File: src/rtl/vram_arb_pkg.sv
// rtl/vram_arb_pkg.sv - shared constants, types and helpers for the VRAM arbiter
package vram_arb_pkg;

  localparam int DEF_AW = 16;
  localparam int DEF_DW = 16;

  localparam logic OWN_VID = 1'b0;
  localparam logic OWN_CPU = 1'b1;

  localparam logic [0:0] NORMAL = 1'b0;
  localparam logic [0:0] BOOST  = 1'b1;

  typedef struct packed {
    logic valid;
    logic owner;
  } tag_t;

  function automatic logic [7:0] sat_inc8(input logic [7:0] v);
    return (v == 8'hFF) ? v : v + 8'd1;
  endfunction

endpackage

File: src/rtl/vram_arbiter_if.sv
// rtl/vram_arbiter_if.sv - requester, memory and read-return signals of the VRAM arbiter
interface vram_arbiter_if
  import vram_arb_pkg::*;
#(
  parameter int AW = DEF_AW,
  parameter int DW = DEF_DW
);

  logic          vid_req;
  logic [AW-1:0] vid_addr;
  logic          vid_gnt;
  logic          vid_rvalid;
  logic          cpu_req;
  logic          cpu_we;
  logic [AW-1:0] cpu_addr;
  logic [DW-1:0] cpu_wdata;
  logic          cpu_gnt;
  logic          cpu_rvalid;
  logic [DW-1:0] rdata;
  logic [AW-1:0] mem_addr;
  logic          mem_we;
  logic [DW-1:0] mem_wdata;
  logic [DW-1:0] mem_rdata;

  modport slave (
    input  vid_req, vid_addr, cpu_req, cpu_we, cpu_addr, cpu_wdata, mem_rdata,
    output vid_gnt, vid_rvalid, cpu_gnt, cpu_rvalid, rdata, mem_addr, mem_we, mem_wdata
  );

  modport master (
    output vid_req, vid_addr, cpu_req, cpu_we, cpu_addr, cpu_wdata, mem_rdata,
    input  vid_gnt, vid_rvalid, cpu_gnt, cpu_rvalid, rdata, mem_addr, mem_we, mem_wdata
  );

endinterface

File: src/rtl/arb_tag_pipe.sv
// rtl/arb_tag_pipe.sv - {valid, owner} shift register that routes read data back to its requester
module arb_tag_pipe
  import vram_arb_pkg::*;
#(
  parameter int RD_LAT = 1
) (
  input  logic clk,
  input  logic reset,
  input  logic issue_valid,
  input  logic issue_owner,
  output logic vid_rvalid,
  output logic cpu_rvalid,
  output logic cap_en
);

  tag_t [RD_LAT:0] pipe;
  tag_t            head;

  assign head = '{valid: issue_valid, owner: issue_owner};

  always_ff @(posedge clk or posedge reset) begin
    if (reset) begin
      pipe <= '0;
    end else begin
      pipe <= {pipe[RD_LAT-1:0], head};
    end
  end

  // rdata is loaded on the same edge that moves a tag into the last stage
  assign cap_en     = pipe[RD_LAT-1].valid;
  assign vid_rvalid = pipe[RD_LAT].valid && (pipe[RD_LAT].owner == OWN_VID);
  assign cpu_rvalid = pipe[RD_LAT].valid && (pipe[RD_LAT].owner == OWN_CPU);

endmodule

File: src/rtl/vram_arbiter.sv
// rtl/vram_arbiter.sv - video/CPU arbiter for the shared single-port display memory
module vram_arbiter
  import vram_arb_pkg::*;
#(
  parameter int AW       = DEF_AW,
  parameter int DW       = DEF_DW,
  parameter int RD_LAT   = 1,
  parameter int MAX_WAIT = 8
) (
  input logic           clk,
  input logic           reset,
  vram_arbiter_if.slave bus
);

  logic [0:0]    state;
  logic [7:0]    wait_cnt;
  logic [7:0]    wait_inc;
  logic          vid_win;
  logic          cpu_win;
  logic          cpu_wr;
  logic          rd_issue;
  logic          rd_owner;
  logic          cap_en;
  logic [AW-1:0] mem_addr;
  logic          mem_we;
  logic [DW-1:0] mem_wdata;
  logic [DW-1:0] rdata;

  always_comb begin
    vid_win = 1'b0;
    cpu_win = 1'b0;
    if (!reset) begin
      if (state == BOOST) begin
        cpu_win = bus.cpu_req;
        vid_win = bus.vid_req && !bus.cpu_req;
      end else begin
        vid_win = bus.vid_req;
        cpu_win = bus.cpu_req && !bus.vid_req;
      end
    end
  end

  assign bus.vid_gnt = vid_win;
  assign bus.cpu_gnt = cpu_win;
  assign cpu_wr      = cpu_win && bus.cpu_we;
  assign rd_issue    = vid_win || (cpu_win && !bus.cpu_we);
  assign rd_owner    = cpu_win ? OWN_CPU : OWN_VID;
  assign wait_inc    = sat_inc8(wait_cnt);

  // A stalled CPU can only be seen in NORMAL: BOOST always grants a requesting CPU
  always_ff @(posedge clk or posedge reset) begin
    if (reset) begin
      state    <= NORMAL;
      wait_cnt <= 8'd0;
    end else if (bus.cpu_req && !cpu_win) begin
      wait_cnt <= wait_inc;
      if (wait_inc == 8'(MAX_WAIT)) begin
        state <= BOOST;
      end
    end else begin
      wait_cnt <= 8'd0;
      state    <= NORMAL;
    end
  end

  always_ff @(posedge clk or posedge reset) begin
    if (reset) begin
      mem_addr  <= '0;
      mem_we    <= 1'b0;
      mem_wdata <= '0;
      rdata     <= '0;
    end else begin
      mem_we <= cpu_wr;
      if (vid_win) begin
        mem_addr <= bus.vid_addr;
      end else if (cpu_win) begin
        mem_addr <= bus.cpu_addr;
      end
      if (cpu_wr) begin
        mem_wdata <= bus.cpu_wdata;
      end
      if (cap_en) begin
        rdata <= bus.mem_rdata;
      end
    end
  end

  assign bus.mem_addr  = mem_addr;
  assign bus.mem_we    = mem_we;
  assign bus.mem_wdata = mem_wdata;
  assign bus.rdata     = rdata;

  arb_tag_pipe #(
    .RD_LAT (RD_LAT)
  ) u_tag_pipe (
    .clk         (clk),
    .reset       (reset),
    .issue_valid (rd_issue),
    .issue_owner (rd_owner),
    .vid_rvalid  (bus.vid_rvalid),
    .cpu_rvalid  (bus.cpu_rvalid),
    .cap_en      (cap_en)
  );

endmodule

File: src/flat_wrapper.sv
// flat-port wrapper written by rule: the top's interface ports become plain ports
module vram_arbiter_flat import vram_arb_pkg::*;
#(
  parameter int AW       = DEF_AW,
  parameter int DW       = DEF_DW,
  parameter int RD_LAT   = 1,
  parameter int MAX_WAIT = 8
)
  (clk, reset, bus_vid_req, bus_vid_addr, bus_cpu_req, bus_cpu_we, bus_cpu_addr, bus_cpu_wdata, bus_mem_rdata, bus_vid_gnt, bus_vid_rvalid, bus_cpu_gnt, bus_cpu_rvalid, bus_rdata, bus_mem_addr, bus_mem_we, bus_mem_wdata);
  vram_arbiter_if #(.AW(AW), .DW(DW)) bus_i ();
  input logic clk;
  input logic reset;
  input wire logic [$bits(bus_i.vid_req)-1:0] bus_vid_req;
  input wire logic [$bits(bus_i.vid_addr)-1:0] bus_vid_addr;
  input wire logic [$bits(bus_i.cpu_req)-1:0] bus_cpu_req;
  input wire logic [$bits(bus_i.cpu_we)-1:0] bus_cpu_we;
  input wire logic [$bits(bus_i.cpu_addr)-1:0] bus_cpu_addr;
  input wire logic [$bits(bus_i.cpu_wdata)-1:0] bus_cpu_wdata;
  input wire logic [$bits(bus_i.mem_rdata)-1:0] bus_mem_rdata;
  output wire logic [$bits(bus_i.vid_gnt)-1:0] bus_vid_gnt;
  output wire logic [$bits(bus_i.vid_rvalid)-1:0] bus_vid_rvalid;
  output wire logic [$bits(bus_i.cpu_gnt)-1:0] bus_cpu_gnt;
  output wire logic [$bits(bus_i.cpu_rvalid)-1:0] bus_cpu_rvalid;
  output wire logic [$bits(bus_i.rdata)-1:0] bus_rdata;
  output wire logic [$bits(bus_i.mem_addr)-1:0] bus_mem_addr;
  output wire logic [$bits(bus_i.mem_we)-1:0] bus_mem_we;
  output wire logic [$bits(bus_i.mem_wdata)-1:0] bus_mem_wdata;
  assign bus_i.vid_req = bus_vid_req;
  assign bus_i.vid_addr = bus_vid_addr;
  assign bus_i.cpu_req = bus_cpu_req;
  assign bus_i.cpu_we = bus_cpu_we;
  assign bus_i.cpu_addr = bus_cpu_addr;
  assign bus_i.cpu_wdata = bus_cpu_wdata;
  assign bus_i.mem_rdata = bus_mem_rdata;
  assign bus_vid_gnt = bus_i.vid_gnt;
  assign bus_vid_rvalid = bus_i.vid_rvalid;
  assign bus_cpu_gnt = bus_i.cpu_gnt;
  assign bus_cpu_rvalid = bus_i.cpu_rvalid;
  assign bus_rdata = bus_i.rdata;
  assign bus_mem_addr = bus_i.mem_addr;
  assign bus_mem_we = bus_i.mem_we;
  assign bus_mem_wdata = bus_i.mem_wdata;
  vram_arbiter #(.AW(AW), .DW(DW), .RD_LAT(RD_LAT), .MAX_WAIT(MAX_WAIT)) u_core (.clk(clk), .reset(reset), .bus(bus_i));
endmodule
File: config.mk
export PLATFORM = sky130hd
export DESIGN_NAME = vram_arbiter_flat
export DESIGN_NICKNAME = d
export VERILOG_FILES = /design/src/rtl/vram_arb_pkg.sv /design/src/rtl/vram_arbiter_if.sv /design/src/rtl/arb_tag_pipe.sv /design/src/rtl/vram_arbiter.sv /design/src/flat_wrapper.sv
export SDC_FILE = /design/constraint.sdc
export NUM_CORES = 1
export LEC_CHECK = 0
export BUFFER_PORTS_ARGS = -buffer_cell sky130_fd_sc_hd__buf_4
export CORE_MARGIN = 2
export CORE_UTILIZATION = 50
export DETAILED_ROUTE_END_ITERATION = 10
export GPL_TIMING_DRIVEN = 0
export PLACE_DENSITY = 0.85
export SYNTH_ARGS = -nofsm -noshare
export SYNTH_HDL_FRONTEND = slang
export SYNTH_SLANG_ARGS = --single-unit
File: constraint.sdc
create_clock -name clk -period 7.3 [get_ports clk]
set_input_delay 1.46 -clock clk [delete_from_list [all_inputs] [get_ports clk]]
set_output_delay 1.46 -clock clk [all_outputs]
set_load 0.01 [all_outputs]
# Word level (Yosys, flattened, before mapping)
# Cells that the tools add are included.
[totals]
out_inout_bits = 53
regBits = 62
[op_classes]
addsub = 1
muxes = 11
eq_ne = 3
n_bitwise = 1
reduce_logical = 13
[ops]
columns = ["operator", "count"]
rows = [
  ["$mux W16", 2],
  ["$mux W8", 2],
  ["$add A8 B1 Y8 const B", 1],
  ["$eq A8 B4 Y1 const B", 1],
  ["$eq A8 B8 Y1 const B", 1],
  ["$logic_and A1 B1 Y1", 7],
  ["$mux W1", 7],
  ["$logic_not A1 Y1", 4],
  ["$ne A2 B2 Y1 const B", 1],
  ["$reduce_bool A2 Y1", 1],
  ["$logic_or A1 B1 Y1", 1],
  ["$not A1 Y1", 1],
]

# Logic depth before layout (Yosys ltp)
[depth]
depth_word = 7
depth_mapped = 6
depth_no_buf = 6

# Cells and area by module
# Synthesis repeated with hierarchy kept, for this count alone.
[hier_totals]
hier_cells = 209
area_unflattened_um2 = 2632.5
[by_module_without_submodules]
columns = ["mod", "n_inst", "cells_each", "area_each_um2"]
rows = [
  ["vram_arbiter", 1, 202, 2512.4],
  ["arb_tag_pipe", 1, 7, 120.1],
]

# Worst setup path before layout
# Ideal clock, no wire load.
[synth_path]
path_type = "input port to output port"
start = "in reset"
end = "out bus_vid_gnt"
t_required_ps = 5840
t_arrival_ps = 3443
cell_stages = 4
slack_ps = 2397
cell_sequence = "inv_1 -> and3_1 -> buf_4 -> buf_6"
[synth_via]
elab_chain_len = 1
[synth_lines]
columns = ["item", "line_no", "rtl"]
rows = [
  ["start: declaration", "flat_wrapper.sv:12", "input logic reset;"],
  ["$mux W1", "vram_arbiter.sv:32", "if (!reset) begin"],
  ["end: declaration", "flat_wrapper.sv:20", "output wire logic [$bits(bus_i.vid_gnt)-1:0] bus_vid_gnt;"],
]
# No other way between the ends.

# Worst setup path in the final report
# Same ends and word-level chain as after synthesis.

==> flow_summary_export.csv <==
group,metric,value,unit
clock_tree,cts_tree,"yes",
floorplan,start_util,0.5121,
power_and_ir_drop,power,0.8795,mW
timing,setup_viol,0,
global_routing,grt_pass1_vias,2162,
global_routing,grt_max_degree,34,
timing,report.final.slew_viol_count,0,
timing,skew,0.006814,ns
cells_and_area,n_antenna_cell,0,
cells_and_area,syn2layout_area_growth,45.55,%
cells_and_area,drive_gt1_frac,0.5263,
global_routing,globalRoute.totalOverflow,0,
clock_tree,h-tree-depth,3,
placed_design,pre_cts_slack,2.919,ns
placed_design,portBuffers,121,
timing,tns,0,ns
worst_setup_path,critPathKind,"in -> out",
worst_setup_path,reg2reg_setup_slack,5.61,ns
drt,vias,2073,
drt,post-route-drc-count,0,
power_and_ir_drop,p_per_area,232.5,nW/um2
placed_design,place_area,3615,um2
floorplan,die_area,5790,um2
worst_setup_path,setup.worst_path.end_class,"output pin",
floorplan,ios,122,
clock_tree,cts_buffer_depth,2,
power_and_ir_drop,cellLeakagePower,1.857,nW
clock_tree,cts_hold_buffers,0,
floorplan,rows,26,
yosys,synth_area,2599,um2
floorplan,die_h,76.10,um
yosys,syn_nets,274,
worst_setup_path,crit_chain,"buf_4 -> inv_2 -> and3_1 -> buf_4 -> buf_6 -> buf_4",
yosys,synth.area.top_cells,"dfrtp_1 (60%), mux2_2 (13%), mux2i_1 (6.5%)",
global_routing,track_usage,0.2258,
cells_and_area,fin_area,3782,um2
global_routing,grt_pass1_wl,10.32,mm
clock_tree,root_buffer,"clkbuf_8",
timing,fmax,230.8,MHz
drt,detail_route.iter0.violations,111,
drt,wl,5.969,mm
timing,setup_ws,2.966,ns
drt,wl_per_cell,14.49,um
worst_setup_path,arrival,2.87,ns
global_routing,antenna_found_initial,0,
power_and_ir_drop,worst_ir_drop_vdd,124.6,uV
drt,viasPerCell,5.032,
yosys,yosysTopAreaCellShare,0.5970,
yosys,ys_seq_area_frac,0.5970,
yosys,yosys.area.top_type,"dfrtp_1",
worst_setup_path,max_stage_delay,0.50,ns
timing,worst_pin_slew,0.6923,ns
timing,hold_viol,0,
clock_tree,postCtsSetupBuffers,0,
timing,rsz0062_at_grt,"false",
placed_design,routabilityCongestion,0.8333,
yosys,synth_cell_types,35,
yosys,postSynthCellCount,204,
floorplan,coreArea,5075,um2
floorplan,die_width,76.10,um
worst_setup_path,start_kind,"primary input",
yosys,synth_warnings,0,
drt,ant_nets,0,
clock_tree,numClockSinks,62,
worst_setup_path,cpMaxStageDelayCell,"inv_2",
clock_tree,clock_latency,0.33,ns
worst_setup_path,cp_data_required_time,5.84,ns
drt,first_pass_iters,4,
yosys,post_synth.cell_area_avg,12.74,um2
placed_design,post-dp-hpwl,4.524,mm
cells_and_area,utilization,0.7453,
timing,relSlewSlack,0.5378,
yosys,synth-seq-cells,62,
status,status,"completed",
timing,finalCritPeriodShare,0.5936,
clock_tree,clkTransAtPathRegs,0.06,ns
worst_setup_path,worstPathMaxFanout,33,
clock_tree,cts_resized,0,
flow_run,drv_cap,0,
min_path,hold_class,"reg -> reg",
cells_and_area,nets,407,
worst_setup_path,path_common_cell,"buf_4",
timing,min_period,4.334,ns
clock_tree,cts_buffers,9,
-- cells in the mapped netlist (all sizes together) --
cell type  number
a21o            1
a21oi           3
a311oi          1
a31o            1
a31oi           1
and2            2
and3            2
and4            1
buf             5
clkbuf          4
dfrtp          62
ha              1
inv             4
mux2           32
mux2i          17
nand2          20
nand2b          1
nand3           2
nand4           1
nor2           11
nor2b           2
nor3            7
nor3b           1
nor4            1
o21ai          17
or3b            1
xnor2           2
xor2            1
-- worst max-delay path, delay by kind of cell --
family / cells / cell delay (ns)
buffers and inverters: 5 / 1.14
and+or+nand+nor: 1 / 0.26
-- state kept, by name, indices dropped and copies added, names as in the netlist --
| signal | count |
|---|---|
| u_core.bus.mem_addr | 16 |
| u_core.wait_cnt | 8 |
| u_core.state | 1 |
| u_core.bus.mem_wdata | 16 |
| u_core.u_tag_pipe.pipe | 3 |
| u_core.u_tag_pipe.cap_en | 1 |
| u_core.bus.mem_we | 1 |
| u_core.bus.rdata | 16 |
-- cells in the final DEF (no fill, tap or decap), drive strengths merged, types with 2 or more instances in the layout --
master	count
a21oi	3
and2	2
and3	2
buf	127
clkbuf	16
clkinv	3
dfrtp	62
inv	4
mux2	32
mux2i	17
nand2	20
nand3	2
nor2	11
nor2b	2
nor3	7
o21ai	17
xnor2	2
-- kinds of logic after synthesis --
| kind of cell | Yosys count | synth area share |
|---|---|---|
| DFF | 62 | 0.5970 |
| and+or+nand+nor | 52 | 0.1050 |
| muxes | 49 | 0.2056 |
| AOI/OAI and AO/OA | 24 | 0.05056 |
| buffers and inverters | 13 | 0.02696 |
| xor gates and xnor gates | 3 | 0.01011 |
| adders and majority gates | 1 | 0.004814 |
-- cell type report --
| class | count | area [um2] |
|---|---|---|
| Inverter | 4 | 15.01 |
| Sequential cell | 62 | 1551 |
| Multi-Input combinational cell | 129 | 977.2 |
| Clock inverter | 4 | 22.52 |
| Buffer | 9 | 55.05 |
| Fill cell | 346 | 1292 |
| Tap cell | 70 | 87.58 |
| Clock buffer | 12 | 145.1 |
| Timing Repair Buffer | 122 | 928.4 |
-- worst paths after layout --
path,from,to,depth (start not counted)
setup / recovery,reset,bus_vid_gnt,6
hold / removal,u_core.u_tag_pipe.pipe[0],u_core.u_tag_pipe.pipe[2],0
setup reg to reg,u_core.wait_cnt[0],u_core.state,4
hold reg to reg,u_core.u_tag_pipe.pipe[0],u_core.u_tag_pipe.pipe[2],0
max in group asynchronous,reset,u_core.bus.mem_wdata[6],3
min in group asynchronous,reset,u_core.bus.mem_addr[12],2
-- per-layer routing --
metal | up-vias | track usage | wire (um) | part of all wire
met4 | 0 | 0.08000 | 137 | 0.023
met5 | - | 0 | 0 | 0
met2 | 102 | 0.3518 | 2777 | 0.47
met3 | 14 | 0.09242 | 556 | 0.093
li1 | 978 | - | - | -
met1 | 979 | 0.2870 | 2497 | 0.42
-- report_power, final --
group	leakage [nW]	internal [mW]	switching [mW]
Sequential	0.766	0.392	0.0254
Combinational	1.01	0.121	0.0846
Clock	0.0861	0.131	0.126
Total	1.86	0.644	0.236
-- stage by stage --
| step | cells | hold WS [ns] |
|---|---|---|
| 2_1_floorplan | 204 | 0.3312 |
| 3_3_place_gp | 395 | 0.3323 |
| 3_5_place_dp | 396 | 0.3379 |
| 4_1_cts | 412 | 0.3545 |
| 5_1_grt | 412 | 0.3814 |
| 6_report | 412 | 0.3534 |
Note: power is estimated with default switching activity, not from simulation.
